File: config.mk
export PLATFORM = sky130hd
export DESIGN_NAME = fifo_burst_reader
export DESIGN_NICKNAME = d
export VERILOG_FILES = /design/src/rtl/fifo_burst_reader.sv
export SDC_FILE = /design/constraint.sdc
export NUM_CORES = 1
export LEC_CHECK = 0
export ABC_AREA = 1
export BUFFER_PORTS_ARGS = -buffer_cell sky130_fd_sc_hd__buf_2
export CORE_ASPECT_RATIO = 1.4
export CORE_UTILIZATION = 45
export CTS_CLUSTER_DIAMETER = 100
export DETAILED_ROUTE_END_ITERATION = 7
export GPL_ROUTABILITY_DRIVEN = 0
export PLACE_DENSITY_LB_ADDON = 0.15
export SLEW_MARGIN = 20
export SYNTH_ARGS = -nofsm -noshare
export SYNTH_HDL_FRONTEND = slang
export SYNTH_SLANG_ARGS = --single-unit
File: constraint.sdc
create_clock -name clk -period 2 [get_ports clk]
set_clock_uncertainty 0.15 [all_clocks]
set_input_delay 0.3 -clock clk [delete_from_list [all_inputs] [get_ports clk]]
set_output_delay 0.3 -clock clk [all_outputs]
set_load 0.02 [all_outputs]
File: src/rtl/fifo_burst_reader.sv
// Read-side burst master for the synchronous count-based FIFO: drains it in bursts
// into a valid/ready stream, with a 2-entry buffer covering the FIFO's read latency.
module fifo_burst_reader #(
  parameter int DATA_W  = 3,
  parameter int ADDR_W  = 2,
  parameter int BURST   = 2,
  parameter int TIMEOUT = 8
) (
  input  logic              clk,
  input  logic              rst,
  input  logic              fifo_empty,
  input  logic [ADDR_W:0]   fifo_count,
  input  logic [DATA_W-1:0] fifo_rdata,
  output logic              fifo_r_en,
  output logic              m_valid,
  input  logic              m_ready,
  output logic [DATA_W-1:0] m_data,
  output logic              m_last,
  output logic              busy
);

  localparam int CW = ADDR_W + 1;
  localparam int LW = $clog2(BURST + 1);
  localparam int TW = $clog2(TIMEOUT + 1);
  localparam logic [CW-1:0] BURST_C = CW'(BURST);
  localparam logic [LW-1:0] BURST_L = LW'(BURST);
  localparam logic [LW-1:0] ONE_L   = LW'(1);
  localparam logic [LW-1:0] ZERO_L  = {LW{1'b0}};
  localparam logic [TW-1:0] T_LAST  = TW'(TIMEOUT - 1);
  localparam logic [TW-1:0] T_MAX   = {TW{1'b1}};
  localparam logic [TW-1:0] T_ZERO  = {TW{1'b0}};

  typedef enum logic [1:0] {
    IDLE = 2'd0,
    ARM  = 2'd1,
    RD   = 2'd2,
    FIN  = 2'd3
  } state_t;

  state_t            state_q;
  logic [TW-1:0]     timer_q;
  logic [LW-1:0]     remain_q;
  logic              busy_q;
  logic              inflight_q;
  logic              inflight_last_q;
  logic              valid_q;
  logic [1:0]        occ_q, occ_d;
  logic [DATA_W-1:0] head_data_q, head_data_d;
  logic [DATA_W-1:0] tail_data_q, tail_data_d;
  logic              head_last_q, head_last_d;
  logic              tail_last_q, tail_last_d;

  logic credit_s;
  logic issue_s;
  logic push_s;
  logic pop_s;
  logic last_acc_s;

  // A read is only issued when the buffer can absorb it together with the one in flight.
  assign credit_s   = ({1'b0, occ_q} + {2'b00, inflight_q}) < 3'd2;
  assign issue_s    = (state_q == RD) && (remain_q != ZERO_L) && !fifo_empty && credit_s;
  assign push_s     = inflight_q;
  assign pop_s      = valid_q && m_ready;
  assign last_acc_s = pop_s && head_last_q;

  assign fifo_r_en = issue_s;
  assign m_valid   = valid_q;
  assign m_data    = head_data_q;
  assign m_last    = head_last_q;
  assign busy      = busy_q;

  // Next-state of the 2-entry output buffer (head presents, tail backs it up).
  always_comb begin
    occ_d       = occ_q;
    head_data_d = head_data_q;
    head_last_d = head_last_q;
    tail_data_d = tail_data_q;
    tail_last_d = tail_last_q;
    case ({push_s, pop_s})
      2'b10: begin
        occ_d = occ_q + 2'd1;
        if (occ_q == 2'd0) begin
          head_data_d = fifo_rdata;
          head_last_d = inflight_last_q;
        end else begin
          tail_data_d = fifo_rdata;
          tail_last_d = inflight_last_q;
        end
      end
      2'b01: begin
        occ_d       = occ_q - 2'd1;
        head_data_d = tail_data_q;
        head_last_d = tail_last_q;
      end
      2'b11: begin
        if (occ_q == 2'd1) begin
          head_data_d = fifo_rdata;
          head_last_d = inflight_last_q;
        end else begin
          head_data_d = tail_data_q;
          head_last_d = tail_last_q;
          tail_data_d = fifo_rdata;
          tail_last_d = inflight_last_q;
        end
      end
      default: begin
        occ_d = occ_q;
      end
    endcase
  end

  // Buffer and read-pipeline registers.
  always_ff @(posedge clk or negedge rst) begin
    if (!rst) begin
      occ_q           <= 2'd0;
      valid_q         <= 1'b0;
      head_data_q     <= {DATA_W{1'b0}};
      head_last_q     <= 1'b0;
      tail_data_q     <= {DATA_W{1'b0}};
      tail_last_q     <= 1'b0;
      inflight_q      <= 1'b0;
      inflight_last_q <= 1'b0;
    end else begin
      occ_q           <= occ_d;
      valid_q         <= (occ_d != 2'd0);
      head_data_q     <= head_data_d;
      head_last_q     <= head_last_d;
      tail_data_q     <= tail_data_d;
      tail_last_q     <= tail_last_d;
      inflight_q      <= issue_s;
      inflight_last_q <= issue_s && (remain_q == ONE_L);
    end
  end

  // Burst control FSM.
  always_ff @(posedge clk or negedge rst) begin
    if (!rst) begin
      state_q  <= IDLE;
      timer_q  <= T_ZERO;
      remain_q <= ZERO_L;
      busy_q   <= 1'b0;
    end else begin
      case (state_q)
        IDLE: begin
          if (fifo_count >= BURST_C) begin
            state_q  <= RD;
            remain_q <= BURST_L;
            busy_q   <= 1'b1;
          end else if (!fifo_empty) begin
            state_q <= ARM;
            timer_q <= T_ZERO;
          end else begin
            state_q <= IDLE;
          end
        end
        ARM: begin
          if (timer_q != T_MAX) begin
            timer_q <= timer_q + TW'(1);
          end else begin
            timer_q <= timer_q;
          end
          if (fifo_count >= BURST_C) begin
            state_q  <= RD;
            remain_q <= BURST_L;
            busy_q   <= 1'b1;
          end else if (fifo_empty) begin
            state_q <= IDLE;
          end else if (timer_q == T_LAST) begin
            // Short burst: the count is below BURST here, so it fits the remain width.
            state_q  <= RD;
            remain_q <= LW'(fifo_count);
            busy_q   <= 1'b1;
          end else begin
            state_q <= ARM;
          end
        end
        RD: begin
          if (issue_s) begin
            remain_q <= remain_q - ONE_L;
            if (remain_q == ONE_L) begin
              state_q <= FIN;
            end else begin
              state_q <= RD;
            end
          end else begin
            state_q <= RD;
          end
        end
        FIN: begin
          if (last_acc_s) begin
            state_q <= IDLE;
            busy_q  <= 1'b0;
          end else begin
            state_q <= FIN;
          end
        end
        default: begin
          state_q <= IDLE;
          busy_q  <= 1'b0;
        end
      endcase
    end
  end

endmodule

==> flow_summary.toml <==
[cts]
cts_buffers = 3
clk_pin_slew_ns = 0.07
clk_latency_ns = 0.25
tritoncts = "yes"
htreeDepth = 1
cts-root-buf = "clkbuf_8"
clkSinkCount = 22
cts_buffer_depth = 2

[place]
post-dp-hpwl_um = 2260
place_ws_ns = 0.241
place_area_um2 = 1530
numPortBuffers = 16

[critical_path]
slowest_stage = "dfrtp_1"
reg2reg_slack_ns = 0.22
crit_type = "register to output port"
worst-path-max-fanout = 6
reg2reg_from = "state_q[1]$_DFF_PN0_"
path_cells = "inv_2, ha_4, inv_1, nor2_1, nand3_2, clkinv_1, buf_4"
critPathCaptureType = "output port"
cp.required_ns = 1.55
cp.arrival_ns = 1.46
path_buf_inv = 4
worst_setup_path_start_kind = "register"
slowest_delay_ns = 0.41
r2r_cells = 7
r2r_end = "remain_q[1]$_DFFE_PN0P_"
critPathTopFamily = "flip-flops"

[global_route]
grt_pass1_wl_um = 4970
grt_use_total_pct = 19.5
grt-ovfl-total = 0
grt_use_met3_pct = 1.33
grt_pass1_vias = 1214
met2_usage_pct = 38.2
busiest_layer = "met2"
use_met1_pct = 21.1
antenna_found_initial = 0
grt_max_degree = 23

[finish]
area_growth_pct = 15.2
postLayoutCoreUtil_pct = 55.4
drive_above_1_share_pct = 17.4
nNetsFinal = 228
final_cell_mix = "nand2_1, inv_1, dfrtp_1"
final_cell_area_um2 = 1610
final_common_cell = "nand2_1"
antenna_cells = 0
fillerInstances = 287

[timing]
fin_crit_sh_pct = 95.3
fmax_ghz = 0.525
hold_viol_final = 0
fin_crit_ns = 1.91
slew_headroom_pct = 67.1
setup_slack_ns = 0.0941
setup_tns_ns = 0
maxSlewViolCount = 0
worst-slew-pin-transition_ns = 0.494
setup_viol = 0

[synth]
async_flop_share_pct = 100
yosysWarnings = 0
avgSynthCellArea_um2 = 7.81
syn-num-nets = 204
synth_edf_count = 0
yosysSeqAreaShare_pct = 39.4
synth-seq-cells = 22
syn_inst = 179
ys.flop_type = "dfrtp_1"
ys_types = 24
netlist_area_um2 = 1400

[route]
drc = 0
via_per_inst = 5.01
antenna_left = 0
vias = 1192
wl_per_cell_um = 12.0
dr.pass1.iters = 4
wl_um = 2850
drt_iter0_markers = 28

[floorplanning]
die-area_um2 = 3340
start_util_pct = 48.1
die_x_um = 49.1
core_um2 = 2910
boundaryPins = 17
row_count = 23
die_y_um = 68.0

[power_and_ir_drop]
power_leakage_nw = 0.864
peakVddDrop_v = 0.000801
pwr_density_cell_nw_per_um2 = 1290

[min_path]
min_to = "tail_data_q[1]$_DFFE_PN0P_"
min-delay-start = "fifo_rdata[1]"
min_path_cells = 3
hold_path_class = "input port to register"

[run_status]
status = "completed"

[flow_run]
max_cap_violations = 0
## worst register-to-register path, delay by kind of cell (launching register included)
| kind | cells | cell delay [ns] |
|---|---|---|
| DFF | 1 | 0.44 |
| adders and majority gates | 1 | 0.41 |
| buffers and inverters | 2 | 0.20 |
| and+or+nand+nor | 4 | 0.47 |
## synth_stat cells, types with 2 or more instances
master / n / area share (%)
nand2_1: 48 / 13
inv_1: 35 / 9.4
dfrtp_1: 22 / 39
ha_1: 15 / 13
nand3_1: 10 / 3.6
o21ai_1: 9 / 3.2
a21oi_1: 8 / 2.9
nor2_1: 4 / 1.1
o22ai_1: 4 / 1.8
nand4_1: 3 / 1.3
nor2_4: 3 / 2.4
o21ai_0: 3 / 1.1
inv_2: 2 / 0.54
nor2_2: 2 / 0.89
o211ai_1: 2 / 1.1
## state kept, by name (all words and copies together) (netlist names)
signal	cells
busy	1
inflight_last_q	1
inflight_q	1
m_data	3
m_last	1
m_valid	1
occ_q	2
remain_q	2
state_q	2
tail_data_q	3
tail_last_q	1
timer_q	4
## cells by family after synthesis
kind of cell	after synthesis	synth area share, %
fa+ha+maj	15	13.4
compound gates	30	12.5
simple gates	72	23.3
buf+inv	39	10.7
xor+xnor	1	0.626
flops	22	39.4
## per-layer routing
layer  vias up  wire length (µm)
li1        609                 -
met1       559              1230
met2        20              1500
met3         4                72
met4         0                36
met5         -                 0
## where the power goes
group          internal, mW  leakage, nW  switching, mW
clock network         0.134       0.0216          0.130
registers             0.600        0.285          0.109
logic                 0.422        0.558          0.684
## through the flow
step / hold slack (ns) / total power, mW / cells
floorplan: -0.146 / 1.48 / 179
global placement: 0.149 / 1.72 / 232
finish: 0.163 / 2.08 / 238
global route: 0.165 / 2.28 / 238
detailed placement: 0.155 / 1.76 / 232
CTS: 0.157 / 2.05 / 236
## cell type report
type,count,area [µm²],share of cell area [%]
Timing Repair Buffer,20,115,7.14
Inverter,38,143,8.85
Tap cell,37,46.3,2.87
Multi-Input combinational cell,118,716,44.4
Sequential cell,22,551,34.2
Clock buffer,3,41.3,2.56
## repair_timing
action / in CTS / in global routing
setup endpoints to repair: 1 / 1
resized for setup: 2 / 3
hold buffers: 1 / 0
endpoints found under the hold margin: 22 / 0
setup buffers: 0 / 2
## worst max-delay path by stage
| stage | startpoint | endpoint | slack, ns | cells after the start |
|---|---|---|---|---|
| after floorplan | state_q[0]$_DFF_PN0_ | state_q[0]$_DFF_PN0_ | 0.41 | 10 |
| after global placement | state_q[1]$_DFF_PN0_ | timer_q[3]$_DFFE_PN0P_ | 0.32 | 7 |
| after detailed placement | state_q[0]$_DFF_PN0_ | fifo_r_en | 0.24 | 7 |
| after CTS | state_q[0]$_DFF_PN0_ | fifo_r_en | 0.01 | 7 |
| after global routing | state_q[0]$_DFF_PN0_ | fifo_r_en | -0.004 | 7 |
| final | state_q[0]$_DFF_PN0_ | fifo_r_en | 0.09 | 7 |
Power figures use the tool's default switching activity.
